==> config.mk <==
export PLATFORM = sky130hd
export DESIGN_NAME = pcie_dma_txarb
export DESIGN_NICKNAME = d
export VERILOG_FILES = /design/src/rtl/pcie_dma_txarb.sv
export SDC_FILE = /design/constraint.sdc
export NUM_CORES = 1
export LEC_CHECK = 0
export ABC_AREA = 1
export BUFFER_PORTS_ARGS = -buffer_cell sky130_fd_sc_hd__clkbuf_2
export CAP_MARGIN = 20
export CELL_PAD_IN_SITES_DETAIL_PLACEMENT = 1
export CELL_PAD_IN_SITES_GLOBAL_PLACEMENT = 1
export CORE_ASPECT_RATIO = 0.75
export CORE_MARGIN = 5
export CORE_UTILIZATION = 22
export CTS_CLUSTER_SIZE = 14
export DETAILED_ROUTE_END_ITERATION = 16
export PLACE_DENSITY_LB_ADDON = 0.1
export SYNTH_ARGS = -nofsm -noshare
export SYNTH_HDL_FRONTEND = slang
export SYNTH_SLANG_ARGS = --single-unit
==> constraint.sdc <==
create_clock -name i_clk -period 3.5 [get_ports i_clk]
set_input_delay 1.05 -clock i_clk [delete_from_list [all_inputs] [get_ports i_clk]]
set_output_delay 1.05 -clock i_clk [all_outputs]
set_load 0.005 [all_outputs]
==> src/rtl/pcie_dma_txarb.sv <==
// pcie_dma_txarb: packet-granular round-robin arbiter sharing one PCIe DMA TX FIFO write port
// Optional per-requester packet counters are enabled by defining PCIE_DMA_TXARB_STATS_EN.
module pcie_dma_txarb #(
  parameter int CFG_MAX_BEATS = 64,
  localparam int TXFIFO_WIDTH = 73
) (
  input  logic                    i_clk,
  input  logic                    i_nrst,
  input  logic                    i_req0_valid,
  input  logic [63:0]             i_req0_data,
  input  logic [7:0]              i_req0_strob,
  input  logic                    i_req0_last,
  output logic                    o_req0_ready,
  input  logic                    i_req1_valid,
  input  logic [63:0]             i_req1_data,
  input  logic [7:0]              i_req1_strob,
  input  logic                    i_req1_last,
  output logic                    o_req1_ready,
  output logic [TXFIFO_WIDTH-1:0] o_txfifo_wdata,
  output logic                    o_txfifo_we,
  input  logic                    i_txfifo_full,
  output logic [1:0]              o_grant,
  output logic                    o_err_len
`ifdef PCIE_DMA_TXARB_STATS_EN
  ,
  output logic [31:0]             o_pkt_cnt0,
  output logic [31:0]             o_pkt_cnt1
`endif
);
  typedef enum logic [1:0] {IDLE, GNT0, GNT1} state_t;
  localparam logic [15:0] MAX_BEATS = 16'(CFG_MAX_BEATS);
  state_t      state;
  logic        prio;
  logic [15:0] beat_cnt;
  logic [15:0] cnt_nxt;
  logic        sel1;
  logic        busy;
  logic        cur_valid;
  logic        cur_last;
  logic        pick1;
  logic        done;
  assign sel1      = state == GNT1;
  assign busy      = state != IDLE;
  assign cur_valid = sel1 ? i_req1_valid : i_req0_valid;
  assign cur_last  = sel1 ? i_req1_last : i_req0_last;
  // Both requesting: the one not served last wins
  assign pick1     = (i_req0_valid & i_req1_valid) ? prio : i_req1_valid;
  assign cnt_nxt   = (beat_cnt == 16'hffff) ? beat_cnt : beat_cnt + 16'd1;
  assign o_req0_ready   = (state == GNT0) & ~i_txfifo_full;
  assign o_req1_ready   = sel1 & ~i_txfifo_full;
  assign o_txfifo_we    = busy & cur_valid & ~i_txfifo_full;
  assign o_txfifo_wdata = ~busy ? '0 :
                          sel1  ? {i_req1_data, i_req1_strob, i_req1_last}
                                : {i_req0_data, i_req0_strob, i_req0_last};
  assign done = o_txfifo_we & cur_last;
  always_ff @(posedge i_clk) begin
    if (!i_nrst) begin
      state     <= IDLE;
      o_grant   <= '0;
      prio      <= 1'b0;
      beat_cnt  <= '0;
      o_err_len <= 1'b0;
    end else if (!busy) begin
      if (i_req0_valid | i_req1_valid) begin
        state   <= pick1 ? GNT1 : GNT0;
        o_grant <= pick1 ? 2'b10 : 2'b01;
      end
    end else if (done) begin
      state    <= IDLE;
      o_grant  <= '0;
      prio     <= ~sel1;
      beat_cnt <= '0;
    end else if (o_txfifo_we) begin
      beat_cnt  <= cnt_nxt;
      o_err_len <= o_err_len | (cnt_nxt == MAX_BEATS);
    end
  end
`ifdef PCIE_DMA_TXARB_STATS_EN
  always_ff @(posedge i_clk) begin
    if (!i_nrst) begin
      o_pkt_cnt0 <= '0;
      o_pkt_cnt1 <= '0;
    end else begin
      o_pkt_cnt0 <= o_pkt_cnt0 + 32'(done & ~sel1);
      o_pkt_cnt1 <= o_pkt_cnt1 + 32'(done & sel1);
    end
  end
`endif
endmodule

# Yosys cells after proc, flatten, opt, wreduce, memory -nomap -nowiden
# Index checks and enable logic that the tools add are counted.
dict set report op_classes {
  mux 12
  shifts 0
  n_div 0
  magnitude_cmp 0
  n_bitwise 11
  n_addsub 1
  n_eq_ne 5
  n_mul 0
  reduce_logical 7
}
# cell count
set ops {}
lappend ops {{$mux W73} 2}
lappend ops {{$mux W16} 3}
lappend ops {{$add A16 B1 Y16 const B} 1}
lappend ops {{$eq A16 B16 Y1 const B} 1}
lappend ops {{$eq A16 B7 Y1 const B} 1}
lappend ops {{$mux W2} 4}
lappend ops {{$and A1 B1 Y1} 6}
lappend ops {{$reduce_and A2 Y1} 3}
lappend ops {{$reduce_bool A2 Y1} 3}
lappend ops {{$mux W1} 3}
lappend ops {{$not A1 Y1} 3}
lappend ops {{$reduce_and A3 Y1} 1}
lappend ops {{$eq A2 B1 Y1 const B} 1}
lappend ops {{$eq A2 B2 Y1 const B} 1}
lappend ops {{$ne A2 B1 Y1 const B} 1}
lappend ops {{$or A1 B1 Y1} 2}
dict set report word_totals {
  rom_bits 0
  latch_bits 0
  wordCells 40
  ramBits 0
  output_inout_bits 79
  ff_bits 20
  in_bits 151
  memories 0
}

# Depth between registers and ports, before layout
# Gate-level depths: netlist of run 1.
dict set report logic_depth {
  word_depth 7
  ltp_mapped 13
  ltp_nobuf 13
}

# Least setup slack after synthesis of run 1
# No wires, ideal clock.
dict set report synth_timing {
  path_type {input to output}
  startpoint {input port i_req0_last}
  endpoint {output port o_txfifo_wdata[0]}
  t_arrival_ns 1.395
  cell_stages 3
  t_required_ns 2.450
  n_path_buf 0
  setup_slack_ns 1.055
  cell_sequence {nand2_1 > a21boi_1 > nor2_1}
}
dict set report synth_via {
  elab_chain_cells 2
}
# item line
set synth_rtl {}
lappend synth_rtl {{from (decl)} 12} ;# input logic i_req0_last,
lappend synth_rtl {{$mux W73} 53} ;# sel1 ? {i_req1_data, i_req1_strob, i_req1_last}
lappend synth_rtl {{$mux W73} 52} ;# assign o_txfifo_wdata = ~busy ? '0 :
lappend synth_rtl {{to (decl)} 19} ;# output logic [TXFIFO_WIDTH-1:0] o_txfifo_wdata,
# No other way between the ends.

# Worst setup path in the final report of run 1
dict set report layout_timing {
  startpoint {register state[0]}
  endpoint {output port o_txfifo_wdata[45]}
}
dict set report layout_via {
  elab_chain_cells 3
  word_cells_on_any_way 4
  cone_classes {eq/ne (1); mux (2); reduce/logical (1)}
}
# item line
set layout_rtl {}
lappend layout_rtl {{from (decl)} 32} ;# state_t state;
lappend layout_rtl {{from (signal assigned)} 65} ;# state <= pick1 ? GNT1 : GNT0;
lappend layout_rtl {{$eq A2 B2 Y1} 42} ;# assign sel1 = state == GNT1;
lappend layout_rtl {{$mux W73} 53}
lappend layout_rtl {{$mux W73 *} 52}
# Mark *: on every way between the ends. The rest lies on a longest branch, timed or not.

==> summary.md, run 1 <==
| Metric | Value |
|---|---|
| Initial DRC count | 113 |
| H-tree depth | 1 |
| Critical Path Source Type | flip-flop |
| Clock-pin slew on the worst setup and hold paths | 0.06 ns |
| Routability Congestion | 0.807 |
| Total CTS buffers | 3 |
| Critical path peak fanout | 53 |
| Synth top area cells | a22o_1 31%, dfxtp_1 20%, nand2_1 14% |
| Final WL | 11700 microns |
| Asr flop ratio synth | 0 |
| P per Cell Area | 302 mW/mm^2 |
| Worst VDD drop | 0.178 mV |
| Tcrit/Tclk final | 0.817 |
| Slew margin rel. | 0.501 |
| Worst-margin pin slew | 0.749 ns |
| GRT Util Overall | 0.190 |
| Post-synth cell types | 27 |
| Layout cells sized above 1 | 0.470 |
| Input/output buffers | 229 |
| Largest net degree at the start of global routing | 75 |
| Avg Cell Area, Syn | 6.40 sq um |
| Die height | 93.2 microns |
| Most used DFF post-synth | dfxtp_1 |
| Max-Cap Viols | 0 |
| HP Class | flip-flop to flip-flop |
| Starting Density | 0.225 |
| Final setup vio count | 0 |
| Count of final max-slew check failures | 0 |
| DRT Pass-1 Iters | 4 |
| Status | completed |
| Vias in the first global route | 3150 |
| Met2 Track Usage GR | 0.327 |
| Yosys warns | 0 |
| Met1 Use GR | 0.241 |
| EDFF count, synth | 0 |
| CTS tree | done |
| Total Neg Setup Slack | 0 ns |
| Critical-path cell list | inv_1 > nand2_1 > inv_2 > buf_12 > a22o_1 > clkbuf_2 |
| Vias/cell | 4.87 |
| Std-Cell Rows | 30 |
| Synth Instances | 317 |
| Top Usage Layer GRT | met2 |
| Max stage delay on crit path | 0.35 ns |
| Worst skew pair latency | 0.26 ns |
| Most common cell after layout, fill and taps aside | clkbuf_2 |
| Hpwl dp | 9860 microns |
| Initial antenna violation count | 0 |
| Commonest cells after routing, fill and taps aside | 229 x clkbuf_2, 73 x nand2_1, 72 x a22o_1, 32 x nor2_1 |
| Mapped Area | 0.00203 sq mm |
| Leak | 0.00179 uW |
| CTS Sinks | 20 |
| Nets | 685 |
| CTS root buf | clkbuf_16 |
| Post-CTS Hold Buffers | 0 |
| Post-CTS Repair Setup Buffers | 0 |
| Top Family by Delay on Critical Path | buffers and inverters |
| Antenna Cells | 0 |
| Post-route ant nets | 0 |
| CTS resizes | 0 |
| Fin. Hold Viols | 0 |
| Die area | 0.0113 sq mm |
| WS Path Type | flip-flop to output port |
| Met3 usage | 0.0520 |
| Util after Layout | 0.371 |
| Top cell type's share of synthesized area | 0.311 |
| Vias | 3137 |
| DRC | 0 |
| Wire per inst | 18.1 microns |
| Area delta synth->final | 64.8% |
| CP Buf/Inv Count | 4 |
| Slowest cell on crit path | inv_2 |
| Die W | 121 microns |
| Minimum clock period | 2.86 ns |
| I/O pin count | 230 |
| Core ar. | 0.00901 sq mm |
| Worst Skew | 0.00537 ns |
| Dominant cell type by area after synthesis | a22o_1 |
| Total gr overflow | 0 |
| Clock buffer depth | 2 |
| Critical Path AT | 1.81 ns |
| Crit end category | output port |
| Sequential area share after synthesis | 0.197 |
| RSZ-0062 raised after global routing | no |
| Peak Freq | 350 MHz |
| Syn nets | 469 |
| Critical Path RT | 2.45 ns |
| First-pass GRT wire length | 17200 microns |
| Synth Register Bits | 20 |
stage by stage:
stage / hold WS, ns / cell area, sq um / setup WS [ns] / total power [uW] / cells
2_1_floorplan: 0.447 / 2030 / 1.05 / 478 / 317
3_3_place_gp: 0.444 / 3250 / 0.755 / 744 / 640
3_5_place_dp: 0.455 / 3250 / 0.729 / 750 / 640
4_1_cts: 0.469 / 3340 / 0.628 / 1030 / 644
5_1_grt: 0.490 / 3340 / 0.531 / 1070 / 644
6_report: 0.463 / 3340 / 0.641 / 1010 / 644
worst paths after layout:
path	from	endpoint	slack (ns)	cells after the start
max	state[0]	o_txfifo_wdata[45]	0.64	6
min	o_err_len	o_err_len	0.46	2
max reg2reg	beat_cnt[0]	o_err_len	1.38	13
min reg2reg	o_err_len	o_err_len	0.46	2
metal layers:
metal	vias up	wire, microns
met3	8	923
met5	-	0
met4	0	110
li1	1556	-
met1	1438	4950
met2	135	5700
registers in the layout, indices dropped and copies added (netlist names):
name / flops
state: 2
beat_cnt: 16
prio: 1
o_err_len: 1
final cells by class:
cell class | count | area, sq um
Multi-Input combinational cell | 251 | 1440
Inverter | 26 | 97.6
Clock buffer | 4 | 88.8
Sequential cell | 20 | 402
Tap cell | 112 | 140
Fill cell | 1199 | 5670
Timing Repair Buffer | 231 | 1170
cells in the mapped netlist, drive strengths merged (2+ instances only):
cell and number:
nand2 76, a22o 72, nor2 36, inv 25, a21oi 21, dfxtp 20, nand3 19, clkbuf 17
o21ai 11, nand4 5, or2 3, buf 2, xnor2 2
worst min-delay path: cells and delay by family, from the launching register on:
family	cells	cell delay, ns
buf+inv	1	0.05
compound gates	1	0.05
flops	1	0.31
cells by family after synthesis:
group | synth area share
XOR/XNOR | 0.00864
buffers and inverters | 0.0919
AND/OR/NAND/NOR | 0.293
flip-flops | 0.197
adder cells (fa/ha/maj) | 0.00617
AO/OA/AOI/OAI | 0.403
power breakdown:
part / internal, uW / switching [uW]
registers: 233 / 3.59
clock network: 175 / 94.3
logic: 252 / 252
Power figures use the tool's default switching activity.
==> run 2, diff against run 1 <==
--- a/config.mk
+++ b/config.mk
@@ -12,7 +12,7 @@
 export CELL_PAD_IN_SITES_GLOBAL_PLACEMENT = 1
 export CORE_ASPECT_RATIO = 0.75
 export CORE_MARGIN = 5
-export CORE_UTILIZATION = 22
+export CORE_UTILIZATION = 18
 export CTS_CLUSTER_SIZE = 14
 export DETAILED_ROUTE_END_ITERATION = 16
 export PLACE_DENSITY_LB_ADDON = 0.1
==> constraint.sdc (replaced) <==
create_clock -name i_clk -period 2.3 [get_ports i_clk]
set_input_delay 0.69 -clock i_clk [delete_from_list [all_inputs] [get_ports i_clk]]
set_output_delay 0.69 -clock i_clk [all_outputs]
set_load 0.005 [all_outputs]
==> run 2 against run 1 <==
Sequential share of layout area shrank 0.32 points. Design area is 2.8% higher. Count of clock-buffer cells in the layout is the same. Power grew 55%. Clock power up 53%. Highest routed layer unchanged.
==> summary.md, run 2 (synthesis results as in run 1) <==
| Metric | Value |
|---|---|
| Critical Path Source Type | flip-flop |
| I/O pin count | 230 |
| DRT Pass-1 Iters | 4 |
| Hold Crit Endpoint | o_err_len |
| Clock buffer depth | 2 |
| WS Path Type | flip-flop to output port |
| Std-Cell Rows | 33 |
| Commonest cells after routing, fill and taps aside | 229 x clkbuf_2, 73 x nand2_1, 72 x a22o_1, 32 x nor2_1 |
| Critical Path RT | 1.61 ns |
| Core ar. | 0.0110 sq mm |
| Critical path peak fanout | 45 |
| Vias/cell | 4.66 |
| GRT Util Overall | 0.165 |
| Initial DRC count | 124 |
| Max-Cap Viols | 0 |
| CTS root buf | clkbuf_16 |
| Fin. Hold Viols | 0 |
| Layout cells sized above 1 | 0.475 |
| Antenna Cells | 0 |
| Total Neg Setup Slack | 0 ns |
| Worst-margin pin slew | 0.377 ns |
| Die W | 133 microns |
| Slew margin rel. | 0.748 |
| HP Class | flip-flop to flip-flop |
| Worst Setup SP | state[0] |
| Most common cell after layout, fill and taps aside | clkbuf_2 |
| Biggest regs | beat_cnt: 16 flops, state: 2 flops |
| Tcrit/Tclk final | 0.940 |
| Crit end category | output port |
| WHS Path Cells | 2 |
| Post-route ant nets | 0 |
| Largest net degree at the start of global routing | 75 |
| CTS tree | done |
| R2R depth | 10 |
| Nets | 690 |
| DRC | 0 |
| Die area | 0.0135 sq mm |
| Total CTS buffers | 3 |
| Final setup vio count | 0 |
| Clock-pin slew on the worst setup and hold paths | 0.06 ns |
| H-tree depth | 1 |
| Routability Congestion | 0.783 |
| CTS Sinks | 20 |
| P per Cell Area | 456 mW/mm^2 |
| Worst VDD drop | 0.201 mV |
| Wire per inst | 18.3 microns |
| Hpwl dp | 10500 microns |
| Vias | 3156 |
| Worst reg2reg startpoint | beat_cnt[2] |
| Vias in the first global route | 3196 |
| Count of final max-slew check failures | 0 |
| Final WL | 12400 microns |
| Status | completed |
| R2R Setup Slk | 0.19 ns |
| Post-CTS Repair Setup Buffers | 0 |
| RSZ-0062 raised after global routing | no |
| Placed Area | 0.00334 sq mm |
| Leak | 0.00182 uW |
| Input/output buffers | 229 |
| Reg2reg end | o_err_len |
| Critical Path AT | 1.47 ns |
| Largest Register | beat_cnt |
| Final instance area | 0.00344 sq mm |
| Post-CTS Hold Buffers | 0 |
| Min-delay src | o_err_len |
| First-pass GRT wire length | 17700 microns |
| Area delta synth->final | 69.4% |
| CTS resizes | 0 |
| Initial antenna violation count | 0 |
| Minimum clock period | 2.16 ns |
| Largest register FFs | 16 |
| Total gr overflow | 0 |
| Starting Density | 0.185 |
| Die height | 102 microns |
| Worst skew pair latency | 0.26 ns |
| Peak Freq | 463 MHz |
| Total Power | 1570 uW |
| Worst Skew | 0.00428 ns |
[run 2: per-layer routing]
layer / track usage / vias up / wire length (microns)
li1: - / 1568 / -
met1: 0.220 / 1466 / 5490
met2: 0.284 / 110 / 6050
met3: 0.0330 / 12 / 656
met4: 0.0272 / 0 / 176
met5: 0 / - / 0
[run 2: through the flow]
step           hold WS (ns)  utilization  worst slack (ns)  std cells
2_1_floorplan         0.447            -             0.335        317
3_3_place_gp          0.458        0.304             0.256        673
3_5_place_dp          0.466        0.304             0.282        673
4_1_cts               0.476        0.312            0.0159        677
5_1_grt               0.483        0.313            0.0226        677
6_report              0.475        0.313             0.139        677
[run 2: final cells by class]
class                      count  area [sq um]
fill                        1440          7550
multi-input combinational    251          1440
timing repair buffer         236          1230
sequential                    20           402
tap                          140           175
inverter                      26          97.6
clock buffer                   4          88.8
[run 2: report_power, final]
part	leakage, uW	internal [uW]	switching, uW
Combinational	0.00161	402	391
Clock	0.0000442	266	147
Sequential	0.000162	355	7.77
[run 2: worst max-delay path by stage]
stage / end
after floorplan: o_txfifo_wdata[10]
after global placement: o_err_len
after detailed placement: o_err_len
after CTS: o_txfifo_wdata[0]
after global routing: o_txfifo_wdata[0]
final: o_txfifo_wdata[42]
[run 2: worst max-delay path, cell delays in order, from the launching register on]
cell and delay (ns):
dfxtp_2 0.33, inv_1 0.10, nand2_1 0.11, inv_2 0.12
buf_12 0.22, a22o_1 0.17, clkbuf_2 0.15
